File: config.mk
export PLATFORM = sky130hd
export DESIGN_NAME = watch_dp_param
export DESIGN_NICKNAME = d
export VERILOG_FILES = /design/src/rtl/watch_pkg.sv /design/src/rtl/wrap_counter_ud.sv /design/src/rtl/watch_dp_param.sv
export SDC_FILE = /design/constraint.sdc
export NUM_CORES = 1
export LEC_CHECK = 0
export BUFFER_PORTS_ARGS = -buffer_cell sky130_fd_sc_hd__buf_4
export CORE_ASPECT_RATIO = 2
export CORE_MARGIN = 8
export CORE_UTILIZATION = 45
export DETAILED_ROUTE_END_ITERATION = 6
export SETUP_SLACK_MARGIN = 0.3
export SLEW_MARGIN = 20
export SYNTH_ARGS = -nofsm -noshare
export SYNTH_HDL_FRONTEND = slang
export SYNTH_SLANG_ARGS = --single-unit
File: constraint.sdc
create_clock -name clk -period 2.99 [get_ports clk]
set_input_delay 0.4485 -clock clk [delete_from_list [all_inputs] [get_ports clk]]
set_output_delay 0.4485 -clock clk [all_outputs]
set_load 0.05 [all_outputs]
File: src/rtl/watch_pkg.sv
// Shared encodings and field geometry for the watch datapath.
package watch_pkg;

   typedef enum logic [1:0] {
      ADJ_NONE = 2'd0,
      ADJ_SEC  = 2'd1,
      ADJ_MIN  = 2'd2,
      ADJ_HOUR = 2'd3
   } adj_sel_e;

   localparam int SEC_MAX = 60;
   localparam int MIN_MAX = 60;

   localparam int SEC_W  = 6;
   localparam int MIN_W  = 6;
   localparam int HOUR_W = 5;

endpackage

File: src/rtl/wrap_counter_ud.sv
// Modulo-MOD field counter: clear to preset, up/down adjust, carry-driven increment.
module wrap_counter_ud #(
   parameter int MOD = 60,
   parameter int W   = 6
) (
   input  logic         clk,
   input  logic         rst,
   input  logic [W-1:0] i_init,
   input  logic         i_clr,
   input  logic         i_carry_in,
   input  logic         i_up,
   input  logic         i_dn,
   output logic [W-1:0] o_count,
   output logic         o_carry_out
);

   localparam logic [W-1:0] LAST = W'(MOD - 1);

   logic at_last;
   logic at_zero;

   assign at_last = (o_count == LAST);
   assign at_zero = (o_count == '0);

   // An adjusted field swallows the incoming carry, so it must not pass one on.
   assign o_carry_out = i_carry_in & at_last & ~(i_up | i_dn);

   always_ff @(posedge clk) begin
      if (rst) begin
         o_count <= i_init;
      end else if (i_clr) begin
         o_count <= i_init;
      end else if (i_up) begin
         o_count <= at_last ? '0 : o_count + W'(1);
      end else if (i_dn) begin
         o_count <= at_zero ? LAST : o_count - W'(1);
      end else if (i_carry_in) begin
         o_count <= at_last ? '0 : o_count + W'(1);
      end
   end

endmodule

File: src/rtl/watch_dp_param.sv
// Watch datapath: clock prescaler plus cascaded sub-second/sec/min/hour counters.
module watch_dp_param
   import watch_pkg::*;
#(
   parameter int CLK_FREQ  = 100_000_000,
   parameter int TICK_HZ   = 100,
   parameter int HOUR_MAX  = 24,
   parameter int HOUR_INIT = 12,
   parameter int SS_W      = $clog2(TICK_HZ)
) (
   input  logic              clk,
   input  logic              rst,
   input  logic              i_run,
   input  logic              i_clear,
   input  logic [1:0]        i_adj_sel,
   input  logic              i_adj_up,
   input  logic              i_adj_dn,
   input  logic              i_mode12,
   output logic [SS_W-1:0]   o_msec,
   output logic [SEC_W-1:0]  o_sec,
   output logic [MIN_W-1:0]  o_min,
   output logic [HOUR_W-1:0] o_hour,
   output logic [HOUR_W-1:0] o_hour_disp,
   output logic              o_pm,
   output logic              o_day_tick
);

   localparam int PRE_DIV = CLK_FREQ / TICK_HZ;
   localparam int PRE_W   = (PRE_DIV > 1) ? $clog2(PRE_DIV) : 1;
   localparam logic [PRE_W-1:0] PRE_LAST = PRE_W'(PRE_DIV - 1);

   logic [PRE_W-1:0] pre_cnt;
   logic             tick;
   logic             adj_up;
   logic             adj_dn;
   logic             sec_up, sec_dn, min_up, min_dn, hour_up, hour_dn;
   logic             sec_adj;
   logic             msec_co, sec_co, min_co, hour_co;

   // Simultaneous up and down cancel out and count as no adjust at all.
   assign adj_up  = i_adj_up & ~i_adj_dn;
   assign adj_dn  = i_adj_dn & ~i_adj_up;
   assign sec_up  = adj_up & (i_adj_sel == ADJ_SEC);
   assign sec_dn  = adj_dn & (i_adj_sel == ADJ_SEC);
   assign min_up  = adj_up & (i_adj_sel == ADJ_MIN);
   assign min_dn  = adj_dn & (i_adj_sel == ADJ_MIN);
   assign hour_up = adj_up & (i_adj_sel == ADJ_HOUR);
   assign hour_dn = adj_dn & (i_adj_sel == ADJ_HOUR);
   assign sec_adj = sec_up | sec_dn;

   // Down-counter reloaded with PRE_DIV-1; the terminal count at zero is the tick.
   assign tick = i_run & (pre_cnt == '0);

   always_ff @(posedge clk) begin
      if (rst) begin
         pre_cnt <= PRE_LAST;
      end else if (i_clear || sec_adj) begin
         pre_cnt <= PRE_LAST;
      end else if (i_run) begin
         pre_cnt <= tick ? PRE_LAST : pre_cnt - PRE_W'(1);
      end
   end

   wrap_counter_ud #(.MOD(TICK_HZ), .W(SS_W)) u_msec (
      .clk(clk), .rst(rst), .i_init('0), .i_clr(i_clear | sec_adj),
      .i_carry_in(tick), .i_up(1'b0), .i_dn(1'b0),
      .o_count(o_msec), .o_carry_out(msec_co)
   );

   wrap_counter_ud #(.MOD(SEC_MAX), .W(SEC_W)) u_sec (
      .clk(clk), .rst(rst), .i_init('0), .i_clr(i_clear),
      .i_carry_in(msec_co), .i_up(sec_up), .i_dn(sec_dn),
      .o_count(o_sec), .o_carry_out(sec_co)
   );

   wrap_counter_ud #(.MOD(MIN_MAX), .W(MIN_W)) u_min (
      .clk(clk), .rst(rst), .i_init('0), .i_clr(i_clear),
      .i_carry_in(sec_co), .i_up(min_up), .i_dn(min_dn),
      .o_count(o_min), .o_carry_out(min_co)
   );

   wrap_counter_ud #(.MOD(HOUR_MAX), .W(HOUR_W)) u_hour (
      .clk(clk), .rst(rst), .i_init(HOUR_W'(HOUR_INIT)), .i_clr(i_clear),
      .i_carry_in(min_co), .i_up(hour_up), .i_dn(hour_dn),
      .o_count(o_hour), .o_carry_out(hour_co)
   );

   always_ff @(posedge clk) begin
      if (rst) begin
         o_day_tick <= 1'b0;
      end else begin
         o_day_tick <= hour_co & ~i_clear;
      end
   end

   always_comb begin
      o_hour_disp = o_hour;
      if ((HOUR_MAX == 24) && i_mode12) begin
         if (o_hour == '0) begin
            o_hour_disp = HOUR_W'(12);
         end else if (o_hour > HOUR_W'(12)) begin
            o_hour_disp = o_hour - HOUR_W'(12);
         end
      end
   end

   assign o_pm = (o_hour >= HOUR_W'(12));

endmodule

* Word level (Yosys, flattened, before mapping) *
Cells that the tools add are included.

operators by class
  $add $sub $neg = 9
  multiply operators = 0
  divide/modulo/power cells = 0
  magnitude comparators = 2
  eq/ne operators = 7
  shift-type cells = 0
  mux-type cells = 20
  bitwise operators = 27
  reductions and logical operators = 11

operators by type and width
  cell                                                  number
  2-to-1 mux 6 bit                                      10
  2-to-1 mux 5 bit                                      8
  zero test 20 bit                                      1
  2-to-1 mux 20 bit                                     1
  subtractor 20 x 1 -> 20 bit (second input constant)   1
  AND 1 bit                                             17
  adder 6 x 1 -> 6 bit (second input constant)          2
  equality test 6 bit (second input constant)           2
  zero test 6 bit                                       2
  subtractor 6 x 1 -> 6 bit (second input constant)     2
  nonzero test 3 bit                                    3
  adder 7 x 1 -> 7 bit (second input constant)          1
  equality test 7 bit (second input constant)           1
  2-to-1 mux 7 bit                                      1
  NOT 1 bit                                             6
  OR reduction 2 bit                                    3
  adder 5 x 1 -> 5 bit (second input constant)          1
  equality test 5 bit (second input constant)           1
  >= comparator 5 x 4 -> 1 bit (second input constant)  1
  > comparator 5 x 4 -> 1 bit (second input constant)   1
  zero test 5 bit                                       1
  subtractor 5 x 1 -> 5 bit (second input constant)     1
  subtractor 5 x 4 -> 5 bit (second input constant)     1
  equality test 2 bit (second input constant)           2
  3 further kinds                                       6

storage, ports and cells
  flip-flop bits (word level) = 45
  bits in latches = 0
  bits in writable memories = 0
  memory bits (read-only) = 0
  output and inout bits = 31
  memories kept = 0

* Depth between registers and ports, before layout *
Gate-level depths: netlist of the first run.

  word-level depth = 11
  gate-level depth with buffers = 8
  mapped depth without buffers = 7

* By module *
A second synthesis of the first run with hierarchy kept.

unflattened totals
  cell total of the unflattened synthesis = 401
  area, all modules = 3572.2 sq um

by module, submodules not included
  module                        times used  cells each  area an instance (sq um)  sequential area each (sq um)
  wrap_counter_ud at u_min ...  2           71          619.3                     180.2
  watch_dp_param                1           137         1234.9                    420.4
  wrap_counter_ud at u_msec     1           78          663.1                     210.2
  wrap_counter_ud at u_hour     1           44          435.4                     150.1

* Worst setup path after synthesis of the first run *
Ideal clock, no wire load.

  path kind = register to output
  start point = reg u_hour.o_count[2]
  end point = out o_hour_disp[3]
  data arrival time = 2526 ps
  required time = 2542 ps
  slack = 16 ps
  cell stages (with the launch flop) = 6
  cell sequence = dfxtp_1 -> ha_1 -> a21oi_1 -> o21ai_0 -> nor2_1 -> o21ai_0

between the ends
  cells in the longest elaborated chain, start to end = 4

ends and longest elaborated chain
  item                                                                      line                                          source
  start: declaration                                                        wrap_counter_ud.sv:13                         output logic [W-1:0] o_count,
  start signal: assignment                                                  wrap_counter_ud.sv:30                         o_count <= i_init;
  start signal: assignment                                                  wrap_counter_ud.sv:32                         o_count <= i_init;
  start signal: assignment                                                  wrap_counter_ud.sv:34                         o_count <= at_last ? '0 : o_count + W'(1);
  subtractor 5 x 4 -> 5 bit or > comparator 5 x 4 -> 1 bit (tied branches)  watch_dp_param.sv:102, watch_dp_param.sv:101
  2-to-1 mux 5 bit                                                          watch_dp_param.sv:101                         end else if (o_hour > HOUR_W'(12)) begin
  2-to-1 mux 5 bit (*)                                                      watch_dp_param.sv:99                          if (o_hour == '0) begin
  2-to-1 mux 5 bit (*)                                                      watch_dp_param.sv:98                          if ((HOUR_MAX == 24) && i_mode12) begin
  end: declaration                                                          watch_dp_param.sv:23                          output logic [HOUR_W-1:0] o_hour_disp,

Every way passes the cells marked *; elsewhere a longest branch is shown, timed or not.

* Worst setup path in the final report of the first run *
  start point = reg u_hour.o_count[2]
  end point = out o_hour_disp[4]

Same word-level chain as after synthesis.

==> impl_results.md, run 1 <==
- Status: complete, no violations
- Post-synthesis mux area share: 0%
- Final setup margin: 0.533 ns
- Tcrit/Tclk final: 82.2%
- RSZ-0062 raised after global routing: false
- Routed Antenna Nets: 0
- Critical Path Start Type: flip-flop
- Root Buffer: clkbuf_16
- Largest family of logic cells by synthesized area: simple AND/OR/NAND/NOR gates
- Final #Nets: 442
- Hold Path Class: in -> reg
- Critical-path maximum fanout: 10
- Synthesized area per cell: 7.86 um^2
- Port Buffer Count: 39
- Post-Route WL: 8400 um
- Synth Area in XOR/XNOR: 9.53%
- Skew-Pair Late Insertion Delay: 0.29 ns
- Vias in the first global route: 2982
- Simple-Gate Fraction of Synth Area: 31.7%
- Largest area contributor in the netlist: dfxtp_1
- Crit. End Element: primary output
- Worst-Margin Slew: 0.641 ns
- CTS clock-pin slew for the worst setup and hold paths: 0.06 ns
- Post-CTS resize count: 0
- Maximum vdd drop: 0.479 mV
- Fin. max-slew vios: 0
- Hold_buf cts: 0
- Adder-cell share of the synthesized area: 6.19%
- Mapped cell area: 3030 um^2
- # DRC: 0
- CP Cell Sequence: inv_1, ha_1, nand2_1, nor2_1, nor4_1, a21o_1, buf_4
- Tmin final: 2.46 ns
- Layout Skew: 0.00686 ns
- Sum Neg Setup Slack: 0 ns
- GRT Residual Overflow: 0
- Filler Cell Count: 672
- Synth Flop Type: dfxtp_1
- Data arrival, critical path: 2.01 ns
- GR Util All Layers: 17.9%
- Synth top cells by count: nand2_1, dfxtp_1, nor2_1
- Clock buffer depth: 2
- Count of cell types in the netlist: 62
- Seq/Total Area, Yosys: 29.7%
- Initial DRC Count: 162
- Vias: 2974
- Fin. Hold Viols: 0
- Critical path's largest stage delay: 0.52 ns
- Crit path max-delay family: flip-flops
- Worst Path Buf+Inv: 2
- Pre-CTS setup slack: 0.525 ns
- Num Clock Sinks: 45
- LEAKAGE: 0.00134 uW
- GP Congestion: 0.904
- Detailed placer's ending HPWL: 6570 um
- Die area: 9780 um^2
- Post-CTS Setup Inserts: 0
- Worst Hold Margin: 0.438 ns
- Area contributors post-synth: dfxtp_1, ha_1, nand2_1
- Inserted Diodes: 0
- MaxCap Viol Count: 0
- Flops & latches, synth: 45
- CTS Buf Count: 5
- Compound-Gate Fraction of Synth Area: 18.5%
- Top cell type's share of synthesized area: 29.7%
- Core Footprint: 6570 um^2
- Crit Path Category: reg -> out
- Area of the multi-input gates: 2000 um^2
- Worst EP required: 2.54 ns
- FMAX: 407 MHz
- DR vias/cell: 5.87
- Initial Util: 46.2%
- Slowest cell on crit path: dfxtp_1
- CTS tree: built
- Post-synth EDFFs: 0
- Slew margin rel.: 57.2%
- Die Span Y: 132 um
- Register area: 901 um^2
- Io pins: 40
- Initial antenna violation count: 0
- FP Rows: 42
- Share of cells above drive strength 1: 15.5%
- Top-count cell post-synth: nand2_1
- Avg WL per Cell: 16.6 um
- Syn Nets: 410
- Synth warn: 0
- Power Density: 362 nW/um^2
- Area delta synth->final: 16.0%
- Syn Inst Count: 386
- First-pass GRT wire length: 14000 um
- Post-synth ARST share: 0%
- Largest net degree at the start of global routing: 17
- Pre-antenna DRT Iters: 4
- CTS H-tree lvls: 2
- Final setup viols: 0
- Die W: 74.1 um
[final cells by class]
type,count,area share (%)
inverter,14,1.49
clock inverter,2,0.284
sequential,45,25.6
timing repair buffer,42,8.96
clock buffer,6,3.66
multi-input combinational,310,56.9
tap,88,3.13
[cells in the final DEF (no fill, tap or decap), types with 4 or more instances in the layout]
| cell | n |
|---|---|
| ha_1 | 15 |
| inv_1 | 14 |
| nand4_1 | 5 |
| nand2_1 | 49 |
| o211ai_1 | 7 |
| nor4_1 | 5 |
| a21oi_1 | 16 |
| xor2_1 | 14 |
| and4b_1 | 4 |
| nand3_1 | 24 |
| clkbuf_16 | 5 |
| a211oi_1 | 5 |
| buf_4 | 42 |
| dfxtp_1 | 45 |
| a21o_1 | 4 |
| or3_1 | 4 |
| nor3_1 | 15 |
| o22ai_1 | 6 |
| nor2_1 | 41 |
| a31oi_1 | 5 |
| xnor2_1 | 19 |
| nand2b_1 | 4 |
| o21ai_0 | 14 |
[path summary, 6_finish.rpt]
| kind | start | end | slack, ns | depth (start not counted) |
|---|---|---|---|---|
| min | i_run | pre_cnt[0]$_SDFFE_PP1P_ | 0.44 | 3 |
| min reg2reg | pre_cnt[1]$_SDFFE_PP1P_ | pre_cnt[1]$_SDFFE_PP1P_ | 0.51 | 2 |
| max | u_hour.o_count[2]$_SDFFE_PP1P_ | o_hour_disp[4] | 0.53 | 7 |
| max reg2reg | u_min.o_count[1]$_SDFFE_PP0P_ | u_hour.o_count[2]$_SDFFE_PP1P_ | 0.54 | 6 |
[metrics by stage]
stage	area (um^2)	cells	power, uW	utilization, %
2_1_floorplan	3030	386	711	-
3_3_place_gp	3380	499	748	51.4
3_5_place_dp	3380	499	748	51.4
4_1_cts	3520	507	1290	53.6
5_1_grt	3520	507	1330	53.6
6_report	3520	507	1270	53.6
[cell families (layout without fill, tap and decap cells)]
group / after synthesis / count (layout)
xor gates and xnor gates: 33 / 33
adders and majority gates: 15 / 15
DFF: 45 / 45
and+or+nand+nor: 180 / 180
buffers and inverters: 31 / 64
AOI/OAI and AO/OA: 82 / 82
[tightest hold or removal path, stage by stage]
cell	delay [ns]
buf_4	0.12
xnor2_1	0.07
nand2_1	0.05
[per-layer routing]
layer / vias up / routed length [um] / global-route usage (%)
met1: 1434 / 2970 / 15.7
met2: 61 / 4850 / 35.5
met5: - / 0 / 0
met4: 0 / 245 / 7.96
met3: 16 / 332 / 3.20
li1: 1463 / - / -
[flip-flops by register name, summed over array words and instances (netlist names)]
signal,cells
u_min.o_count,6
pre_cnt,20
u_hour.o_count,5
u_sec.o_count,6
u_msec.o_count,7
o_day_tick,1
[where the power goes]
part | leakage (uW) | switching [uW] | internal, uW | total, uW
clock network | 0.0000706 | 232 | 307 | 539
registers | 0.000363 | 6.40 | 603 | 610
logic | 0.000905 | 81.6 | 44.3 | 126
total | 0.00134 | 320 | 955 | 1270
(Power assumes the default switching activity.)
==> run 2, diff against run 1 <==
--- a/config.mk
+++ b/config.mk
@@ -5,6 +5,7 @@
 export SDC_FILE = /design/constraint.sdc
 export NUM_CORES = 1
 export LEC_CHECK = 0
+export ABC_AREA = 1
 export BUFFER_PORTS_ARGS = -buffer_cell sky130_fd_sc_hd__buf_4
 export CORE_ASPECT_RATIO = 2
 export CORE_MARGIN = 8
==> constraint.sdc (replaced) <==
create_clock -name clk -period 2.35 [get_ports clk]
set_input_delay 0.3525 -clock clk [delete_from_list [all_inputs] [get_ports clk]]
set_output_delay 0.3525 -clock clk [all_outputs]
set_load 0.05 [all_outputs]
==> run 2 against run 1 <==
Net effect: clock power grew 25%; cell area grew 3.5%; first-iteration DRC count shrank 12%; critical endpoint unchanged; largest cell class unchanged; largest power group unchanged.
==> impl_results.md, run 2 <==
- Skew-Pair Late Insertion Delay: 0.28 ns (was 0.29 ns)
- Mapped cell area: 3050 um^2 (was 3030 um^2)
- Post-synth ARST share: 0% (unchanged)
- Syn Nets: 476 (was 410)
- Synthesized area per cell: 6.74 um^2 (was 7.86 um^2)
- FP Rows: 42 (unchanged)
- Sum Neg Setup Slack: 0 ns (unchanged)
- CTS Buf Count: 5 (unchanged)
- Hold Path Class: in -> reg (unchanged)
- Fin. Hold Viols: 0 (unchanged)
- Fin. max-slew vios: 0 (unchanged)
- Tcrit/Tclk final: 82.8%
- Max FFs per register: 20 (unchanged)
- Crit. End Element: primary output (unchanged)
- Flops & latches, synth: 45 (unchanged)
- GR Util All Layers: 15.9% (was 17.9%)
- Initial Util: 46.4% (was 46.2%)
- Vias: 2975 (was 2974)
- Port Buffer Count: 39 (unchanged)
- CTS clock-pin slew for the worst setup and hold paths: 0.06 ns (about the same)
- Top flop regs: pre_cnt: 20 flops, u_msec.o_count: 7 flops (unchanged)
- Initial antenna violation count: 0 (unchanged)
- Avg WL per Cell: 12.9 um (was 16.6 um)
- FMAX: 514 MHz
- Worst EP required: 2.00 ns (was 2.54 ns)
- Final setup viols: 0 (unchanged)
- Core Footprint: 6570 um^2 (unchanged)
- Critical Path Start Type: flip-flop (unchanged)
- Critical-path maximum fanout: 6 (was 10)
- LEAKAGE: 0.00160 uW (was 0.00134 uW)
- First-pass GRT wire length: 12700 um (was 14000 um)
- Inserted Diodes: 0 (unchanged)
- Synth top cells by count: nand2_1, nor2_1, inv_1 (was nand2_1, dfxtp_1, nor2_1)
- Most frequent cells in the layout: nand2_1, nor2_1, inv_1 (was nand2_1, dfxtp_1, buf_4)
- Final #Nets: 521 (was 442)
- RSZ-0062 raised after global routing: true (was false)
- Seq/Total Area, Yosys: 29.6% (was 29.7%)
- Clock buffer depth: 2 (unchanged)
- Tmin final: 1.95 ns
- Die Span Y: 132 um (about the same)
- Maximum vdd drop: 0.266 mV (was 0.479 mV)
- Detailed placer's ending HPWL: 6040 um (was 6570 um)
- Num Clock Sinks: 45 (unchanged)
- Layout Skew: 0.00689 ns (was 0.00686 ns)
- Synth Flop Type: dfxtp_1 (unchanged)
- Power Density: 450 nW/um^2 (was 362 nW/um^2)
- Largest area contributor in the netlist: dfxtp_1 (unchanged)
- GP Congestion: 0.864 (was 0.904)
- Final instance area: 3640 um^2 (was 3520 um^2)
- Crit Path Category: reg -> out (unchanged)
- Post-Route WL: 7560 um (was 8400 um)
- Worst-Margin Slew: 0.417 ns (was 0.641 ns)
- Top cell type's share of synthesized area: 29.6% (was 29.7%)
- GRT Residual Overflow: 0 (unchanged)
- Syn Inst Count: 452 (was 386)
- Area delta synth->final: 19.5% (was 16.0%)
- Worst Hold Margin: 0.416 ns (was 0.438 ns)
- Area contributors post-synth: dfxtp_1, nand2_1, nor2_1 (was dfxtp_1, ha_1, nand2_1)
- Top-count cell post-synth: nand2_1 (unchanged)
- Die W: 74.2 um (was 74.1 um)
- Hold_buf cts: 0 (unchanged)
- Pre-antenna DRT Iters: 4 (unchanged)
- DR vias/cell: 5.08 (was 5.87)
- Slew margin rel.: 72.1% (was 57.2%)
- CTS H-tree lvls: 2 (unchanged)
- Synth warn: 0 (unchanged)
- Most flop-heavy register: pre_cnt (unchanged)
- DP Area: 3470 um^2 (was 3380 um^2)
- Data arrival, critical path: 1.59 ns (was 2.01 ns)
- MaxCap Viol Count: 0 (unchanged)
- Io pins: 40 (unchanged)
- Commonest non-fill, non-tap cell in the layout: nand2_1 (unchanged)
- Post-synth EDFFs: 0 (unchanged)
- Count of cell types in the netlist: 35 (was 62)
- CTS tree: built (unchanged)
- Routed Antenna Nets: 0 (unchanged)
- Largest net degree at the start of global routing: 17 (unchanged)
- Vias in the first global route: 2915 (was 2982)
- Die area: 9820 um^2 (was 9780 um^2)
- Share of cells above drive strength 1: 18.3% (was 15.5%)
- Filler Cell Count: 671 (was 672)
- Status: complete, no violations (unchanged)
- # DRC: 0 (unchanged)
- Root Buffer: clkbuf_16 (unchanged)
- Initial DRC Count: 143 (was 162)
-- run 2: final cells by class --
| cell class | count | area, um^2 | area share, % |
|---|---|---|---|
| clock buffer | 7 | 133 | 3.64 |
| tap | 88 | 110 | 3.02 |
| clock inverter | 1 | 6.26 | 0.172 |
| multi-input combinational | 340 | 1910 | 52.5 |
| inverter | 61 | 229 | 6.29 |
| sequential | 45 | 920 | 25.2 |
| timing repair buffer | 44 | 334 | 9.17 |
-- run 2: layer usage --
layer | vias up | track usage, % | share of wire (%)
met1 | 1367 | 16.8 | 40
met5 | - | 0 | 0
met4 | 0 | 7.85 | 2.6
met2 | 44 | 28.6 | 54
li1 | 1549 | - | -
met3 | 15 | 2.29 | 2.8
-- run 2: cells by family after synthesis --
logic type      Yosys count  synth area share (%)
simple gates            239                  37.5
buf+inv                  67                  8.42
compound gates           56                  9.77
flops                    45                  29.6
xor+xnor                 30                  8.62
fa+ha+maj                15                  6.16
-- run 2: worst paths after layout --
path	startpoint	end	slack [ns]	cells after the start
setup reg to reg	u_msec.o_count[0]$_SDFFE_PP0P_	u_sec.o_count[5]$_SDFFE_PP0P_	0.51	8
setup / recovery	u_hour.o_count[3]$_SDFFE_PP1P_	o_hour_disp[4]	0.40	8
hold reg to reg	pre_cnt[14]$_SDFFE_PP1P_	pre_cnt[14]$_SDFFE_PP1P_	0.49	2
hold / removal	i_run	pre_cnt[2]$_SDFFE_PP1P_	0.42	3
-- run 2: repair_timing --
action	in CTS	in global routing
setup endpoints to repair	1	5
setup buffers	3	0
gates resized for setup	1	3
pin swaps	0	1
cloned	0	0
-- run 2: report_power, final --
part           total, uW  internal, uW  switching, uW
sequential           777           766           11.0
clock                676           396            280
combinational        187          63.1            124
-- run 2: worst max-delay path, cell delays in order (launching register included) --
cell and delay, ns:
dfxtp_4 0.40, inv_2 0.08, ha_1 0.20, nand2_1 0.10, nor2_2 0.04, inv_1 0.12
nand2_1 0.08, o22ai_2 0.12, buf_6 0.18
-- run 2: metrics by stage --
stage	std cells	utilization (%)	power, uW	worst slack [ns]
floorplan	452	-	923	0.314
global placement	575	52.9	979	0.522
detailed placement	575	52.9	980	0.507
CTS	586	55.4	1660	0.328
global route	586	55.4	1710	0.300
finish	586	55.4	1640	0.404
